`config.mk`:
```
export PLATFORM = sky130hd
export DESIGN_NAME = xbar_arbiter
export DESIGN_NICKNAME = d
export VERILOG_FILES = /design/src/rtl/xbar_arbiter.sv
export SDC_FILE = /design/constraint.sdc
export NUM_CORES = 1
export LEC_CHECK = 0
export ABC_AREA = 1
export BUFFER_PORTS_ARGS = -buffer_cell sky130_fd_sc_hd__buf_2
export CAP_MARGIN = 30
export CORE_AREA = 2 2 570 572
export DETAILED_ROUTE_END_ITERATION = 10
export DIE_AREA = 0 0 572 574
export PLACE_DENSITY = 0.37
export SETUP_SLACK_MARGIN = 0.4
export SYNTH_ARGS = -nofsm -noshare
export SYNTH_HDL_FRONTEND = slang
export SYNTH_SLANG_ARGS = --single-unit
```
`constraint.sdc`:
```
create_clock -name clk -period 25.2 [get_ports clk]
set_clock_uncertainty 0.1 [all_clocks]
set_input_delay 6.3 -clock clk [delete_from_list [all_inputs] [get_ports clk]]
set_output_delay 6.3 -clock clk [all_outputs]
set_load 0.02 [all_outputs]
```
`src/rtl/xbar_arbiter.sv`:
```
// xbar_arbiter: conflict-free round-robin scheduler feeding the MVU crossbar.
// Ports: clk/clr (async active-high reset); req_valid/req_to/req_addr/req_word
// per-source requests with combinational req_ready grant; halt blocks all grants;
// send_en/send_to/send_addr/send_word registered crossbar drive; stall_cnt
// saturating count of cycles with a blocked request; busy = any send_en set.
module xbar_arbiter #(
  parameter int N     = 8,
  parameter int W     = 64,
  parameter int BADDR = 15,
  parameter int CNTW  = 32
) (
  input  logic                 clk,
  input  logic                 clr,
  input  logic [N-1:0]         req_valid,
  input  logic [N*N-1:0]       req_to,
  input  logic [N*BADDR-1:0]   req_addr,
  input  logic [N*W-1:0]       req_word,
  output logic [N-1:0]         req_ready,
  input  logic                 halt,
  output logic [N-1:0]         send_en,
  output logic [N*N-1:0]       send_to,
  output logic [N*BADDR-1:0]   send_addr,
  output logic [N*W-1:0]       send_word,
  output logic [CNTW-1:0]      stall_cnt,
  output logic                 busy
);
  localparam int PW = N > 1 ? $clog2(N) : 1;
  logic [PW-1:0]      ptr_q, ptr_d;
  logic [N-1:0]       en_q, en_d;
  logic [N*N-1:0]     to_q, to_d;
  logic [N*BADDR-1:0] addr_q, addr_d;
  logic [N*W-1:0]     word_q, word_d;
  logic [CNTW-1:0]    stall_q, stall_d;
  logic               busy_q, busy_d;
  logic [N-1:0]       grant, claimed, m;
  logic               found, blocked;
  int                 first, s;
  always_comb begin
    grant   = '0;
    claimed = '0;
    m       = '0;
    found   = 1'b0;
    blocked = 1'b0;
    first   = 0;
    s       = 0;
    for (int k = 0; k < N; k++) begin
      s = int'(ptr_q) + k;
      s = s >= N ? s - N : s;
      m = req_to[s*N +: N];
      if (!halt && req_valid[s]) begin
        // an empty mask is a drop: always accepted, claims no destination
        if (m == '0) grant[s] = 1'b1;
        else if ((m & claimed) == '0) begin
          grant[s] = 1'b1;
          claimed  = claimed | m;
          first    = found ? first : s;
          found    = 1'b1;
        end else blocked = 1'b1;
      end
    end
    en_d   = '0;
    to_d   = '0;
    addr_d = '0;
    word_d = '0;
    for (int i = 0; i < N; i++) begin
      en_d[i]                 = grant[i] & |req_to[i*N +: N];
      to_d[i*N +: N]          = en_d[i] ? req_to[i*N +: N] : '0;
      addr_d[i*BADDR +: BADDR] = en_d[i] ? req_addr[i*BADDR +: BADDR] : '0;
      word_d[i*W +: W]        = en_d[i] ? req_word[i*W +: W] : '0;
    end
    busy_d  = |en_d;
    // restart the scan just past the first real grant so everyone gets a turn
    ptr_d   = found ? PW'((first + 1) % N) : ptr_q;
    stall_d = blocked && stall_q != '1 ? stall_q + CNTW'(1) : stall_q;
  end
  always_ff @(posedge clk or posedge clr) begin
    if (clr) begin
      ptr_q   <= '0;
      en_q    <= '0;
      to_q    <= '0;
      addr_q  <= '0;
      word_q  <= '0;
      stall_q <= '0;
      busy_q  <= 1'b0;
    end else begin
      ptr_q   <= ptr_d;
      en_q    <= en_d;
      to_q    <= to_d;
      addr_q  <= addr_d;
      word_q  <= word_d;
      stall_q <= stall_d;
      busy_q  <= busy_d;
    end
  end
  assign req_ready = clr ? '0 : grant;
  assign send_en   = en_q;
  assign send_to   = to_q;
  assign send_addr = addr_q;
  assign send_word = word_q;
  assign stall_cnt = stall_q;
  assign busy      = busy_q;
endmodule
```
# [Yosys cells after proc, flatten, opt, wreduce, memory -nomap -nowiden]
# Index checks and enable logic that the tools add are counted.
[classes] n_eq_ne=1 add_sub_neg=17 bitwise=28 reduce_logical=42 order_cmp=24 n_shift=8 mux=189
[ops] op="$mux 64" n=8
[ops] op="$shiftx 64x32->8" n=8
[ops] op="$mux 8" n=51
[ops] op="$ge 32x1->1 const B" n=8
[ops] op="$lt 32x5->1 const B" n=8
[ops] op="$mux 32" n=8
[ops] op="$logic_not 8->1" n=15
[ops] op="$mux 15" n=8
[ops] op="$or 8x8->8" n=13
[ops] op="$mux 3" n=30
[ops] op="$reduce_or 8->1" n=9
[ops] op="$mux 1" n=68
[ops] op="$and 8x8->8" n=7
[ops] op="$sub 4x4->5 const B" n=7
[ops] op="$add 32x1->32 const B" n=1
[ops] op="$ne 32x32->1 const B" n=1
[ops] op="$ge 4x4->1 const B" n=7
[ops] op="$bmux 1 s3" n=8
[ops] op="$demux 1 s3" n=8
[ops] op="$logic_and 1x1->1" n=17
[ops] op="$add 3x3->4 const B" n=4
[ops] op="$add 3x2->4 const B" n=2
[ops] op="$and 1x1->1" n=8
[ops] op="$sub 3x4->5 const B" n=1
[ops] op="other kinds (4)" n=4
[totals] regBits=740

# [Longest topological paths before layout]
[logic_depth] depth_word=44 depth_mapped=51

# [Worst setup path after synthesis]
# OpenSTA, ideal clock, no wires.
[synth_timing] path_kind="in2out" startpoint="in req_valid[7]" endpoint="out req_ready[0]" required_ns=18.800 setup_slack_ns=8.595 path_stages=42 path_buffers=1 t_arrival_ns=10.205 path_cell_list="inv_1 > nand2_1 > nand3_1 > nand2_1 > nor2_1 > nor2_4 > buf_4 > nand3_1 > nand2_2 > nor2_4 > nand3_1 > nand2_1 > nand2_1 > nand2_1 > nor2_2 > nand3_1 > nand2_1 > nand2_1 > [6 not listed] > nor2_4 > nand3_1 > nand2_1 > nand2_1 > nand2_2 > nor2_4 > nand2_4 > o21bai_2 > nand2_1 > nand2_1 > nor2_4 > nand3_1 > nand2_1 > nand2_1 > nand2_2 > nor2_4 > nand3_1 > a21oi_1"
[synth_between] elab_chain_len=41 elab_cells_between_ends=101 cone_classes="mux: 66; bitwise: 20; reduce/logical: 15"
[synth_rtl] item="start: declaration" line="14" text="input logic [N-1:0] req_valid,"
[synth_rtl] item="$bmux 1 s3" line="50" text="if (!halt && req_valid[s]) begin"
[synth_rtl] item="$mux 1 (not written as such) (2 in series)" line="50"
[synth_rtl] item="$logic_and 1x1->1" line="50"
[synth_rtl] item="$mux 8" line="50"
[synth_rtl] item="$and 8x8->8" line="53" text="else if ((m & claimed) == '0) begin"
[synth_rtl] item="$logic_not 8->1" line="53"
[synth_rtl] item="$mux 8" line="53"
[synth_rtl] item="$mux 8" line="52" text="if (m == '0) grant[s] = 1'b1;"
[synth_rtl] item="[24 not listed]"
[synth_rtl] item="$mux 8" line="52"
[synth_rtl] item="$mux 8" line="50"
[synth_rtl] item="$and 8x8->8" line="53"
[synth_rtl] item="$logic_not 8->1" line="53"
[synth_rtl] item="$mux 8" line="53"
[synth_rtl] item="$mux 8" line="52"
[synth_rtl] item="$mux 8 *" line="50"
[synth_rtl] item="$mux 8 *" line="95" text="assign req_ready = clr ? '0 : grant;"
[synth_rtl] item="end: declaration" line="18" text="output logic [N-1:0] req_ready,"
# Mark *: on every way between the ends. The rest lies on a longest branch, timed or not. The select of a mux whose other input is x is not followed.

# [Worst setup path in the final report]
[layout_timing] startpoint="in req_to[15]" endpoint="out req_ready[3]"
[layout_between] elab_chain_len=40 elab_cells_between_ends=84 cone_classes="shift: 8; mux: 42; bitwise: 19; reduce/logical: 15"
[layout_rtl] item="start: declaration" line="15" text="input logic [N*N-1:0] req_to,"
[layout_rtl] item="$shiftx 64x32->8" line="49" text="m = req_to[s*N +: N];"
[layout_rtl] item="$logic_not 8->1" line="52"
[layout_rtl] item="$mux 8" line="52"
[layout_rtl] item="$mux 8" line="50"
[layout_rtl] item="$and 8x8->8" line="53"
[layout_rtl] item="$logic_not 8->1" line="53"
[layout_rtl] item="$mux 8" line="53"
[layout_rtl] item="$mux 8" line="52"
[layout_rtl] item="[24 not listed]"
[layout_rtl] item="$mux 8" line="52"
[layout_rtl] item="$mux 8" line="50"
[layout_rtl] item="$and 8x8->8" line="53"
[layout_rtl] item="$logic_not 8->1" line="53"
[layout_rtl] item="$mux 8" line="53"
[layout_rtl] item="$mux 8" line="52"
[layout_rtl] item="$mux 8 *" line="50"
[layout_rtl] item="$mux 8 *" line="95"
# Mark *: on every way between the ends. The rest lies on a longest branch, timed or not.

==> results.toml <==
[logic_synthesis]
synth_area_per_cell_sq_um = 8.57
synth_cell_types = 56
synthTopCellsByArea = "dfrtp_1 (59%), inv_1 (10%), nor2_1 (8.7%), nand2_1 (6.5%), nand3_1 (3.0%)"
yosys.area.top_type = "dfrtp_1"
ys_seq_area_frac = 0.589
yosys_register_bits = 740
postSynthCellCount = 3669
syn_area_sq_um = 31400
async_flop_share = 1.00
synth_nets = 4387
synth_top_area_share = 0.589
synth_flop_cell = "dfrtp_1"
synth-edff-count = 0
yosysWarnings = 0

[detailed_routing]
drcViolationCount = 0
finalWirelength_um = 319000
vias_per_cell = 3.34
first_pass_iters = 5
wl_per_cell_um = 33.2
ant_nets = 0
vias = 32100
drtIter0Drc = 2122

[die]
ioPinCount = 1452
die_w_um = 572
start_util = 0.0975
dieArea_sq_um = 328000
rows = 209
core-area_sq_um = 323000
die_h_um = 574

[timing]
finalMaxSlewViolations = 0
period_share = 0.734
worst_pin_slew_ns = 0.989
max_freq_ghz = 0.0541
setup_slack_ns = 6.72
timing.hold.ws_ns = 0.399
setup_viol = 0
slew_headroom = 0.334
hold_viol = 0
fin_setup_tns_ns = 0
rsz0062_at_grt = "no"
min_period_ns = 18.48

[flow_run]
cap_viol_max_count = 0

[hold_path]
hp-class = "reg2reg"

[clocking]
h-tree-depth = 3
cts_tree = "done"
clk_latency_ns = 0.80
cts_root_buffer = "clkbuf_16"
cts-buffers-inserted = 108
post_cts_buffers = 0
clk_pin_slew_ns = 0.06
clockBufferDepth = 4
cts_resized = 0
cts_hold_buf = 0
cts.sinks = 740

[status]
status = "finished, final reports clean"

[placed_design]
hpwlAfterDp_um = 274000
gp_congestion = 0.976
place_ws_ns = 6.63
io_buffers = 1451

[critical_path]
worstSetupPathType = "in2out"
critPathMaxFanout = 9
cp_common_cell = "nand2_1"
crit_path_start_kind = "input pin"
r2r_slack_ns = 15.40
endpoint_kind = "primary output"
crit_slowest_cell = "o21ai_0"
crit_required_ns = 18.80
worstPathArrival_ns = 12.08
cpPeakStageDelay_ns = 0.81

[grt]
antenna_found_initial = 191
grt_pass1_vias = 33800
grt_pass1_wl_um = 397000
grt-ovfl-total = 0
grt_usage = 0.189
grt_max_degree = 165

[pwr]
power_density_nw_per_um2 = 170
power.leakage_nw = 27.8
vdd_drop_max_mv = 0.136

[cells_and_area]
layout_commonest_cell = "buf_2"
drive_above_1_share = 0.349
fin_nets = 5870
area_growth_pct = 51.7
final_cell_mix = "buf_2 (1,459), inv_1 (840), dfrtp_1 (738), nor2_1 (725), nand2_1 (545)"
-- worst paths after layout --
check                      cells after the start                        end                 startpoint
max                                           39               req_ready[3]                 req_to[15]
min                                            2  stall_cnt[31]$_DFFE_PP0P_  stall_cnt[31]$_DFFE_PP0P_
max reg2reg                                   44    send_addr[51]$_DFF_PP0_       ptr_q[1]$_DFFE_PP0P_
min reg2reg                                    2  stall_cnt[31]$_DFFE_PP0P_  stall_cnt[31]$_DFFE_PP0P_
max in group asynchronous                      5    send_addr[54]$_DFF_PP0_                        clr
min in group asynchronous                      2   send_word[286]$_DFF_PP0_                        clr
-- cells in the mapped netlist, types with 2 or more instances --
cell type  number
inv_1         841
dfrtp_1       740
nor2_1        725
nand2_1       547
nand3_1       190
buf_2          81
o21ai_0        72
nor2_2         65
nor3_1         51
nor4_1         32
a21oi_1        27
xor2_1         27
o21ai_1        25
clkbuf_1       24
nor2_4         19
o211ai_1       18
buf_6          16
inv_2          16
nand2_2        15
nand4_1        15
mux2i_1        12
buf_4          11
ha_1           11
nand3b_1       10
o21a_1         10
o22ai_1         7
a31o_2          5
buf_1           5
o2111ai_1       5
or2_1           5
o21ai_2         4
or2_2           4
xnor2_1         4
a311o_1         3
a31oi_1         2
buf_8           2
o21bai_2        2
o31ai_1         2
or4_1           2
-- cell type report --
type / count / area [sq um]
inverters: 858 / 3220
well taps: 4325 / 5410
repair buffers: 1512 / 7750
diodes: 41 / 103
clock buffers: 152 / 3120
fillers: 37400 / 275000
flip-flops and latches: 740 / 18500
multi-input cells: 1932 / 9020
clock inverters: 37 / 544
-- critical path: cells and delay by family --
family	cells	cell delay [ns]
AOI/OAI and AO/OA	5	1.68
and+or+nand+nor	32	3.72
buffers and inverters	2	0.35
-- metrics by stage --
stage / total power (W) / cells / util / area [sq um]
after floorplan: 0.00412 / 3669 / - / 31500
after global placement: 0.00667 / 9352 / 0.136 / 43800
after detailed placement: 0.00661 / 9367 / 0.136 / 43900
after CTS: 0.00832 / 9556 / 0.147 / 47600
after global routing: 0.00859 / 9562 / 0.148 / 47600
final: 0.00809 / 9597 / 0.148 / 47700
-- kinds of logic after synthesis --
family | share of synthesized area
AO/OA/AOI/OAI | 0.0364
AND/OR/NAND/NOR | 0.229
XOR/XNOR | 0.00915
multiplexers | 0.00382
flip-flops | 0.589
buffers and inverters | 0.128
adder cells (fa/ha/maj) | 0.00438
-- flip-flops by register name, indices dropped and copies added, names as in the netlist --
signal	cells
busy	1
send_en	8
send_word	512
ptr_q	3
stall_cnt	32
send_addr	120
send_to	64
-- routing by layer --
layer / vias to the layer above / wire, um / GRT usage
met2: 1598 / 150000 / 0.318
met4: 14 / 11200 / 0.0533
li1: 13800 / - / -
met5: - / 92 / 0
met3: 477 / 20900 / 0.0439
met1: 16200 / 137000 / 0.238
-- where the power goes --
group	switching (W)	total [W]	internal, W
combinational	0.00397	0.00495	0.000984
clock	0.000662	0.00162	0.000961
sequential	0.000103	0.00152	0.00142
Power figures use the tool's default switching activity.
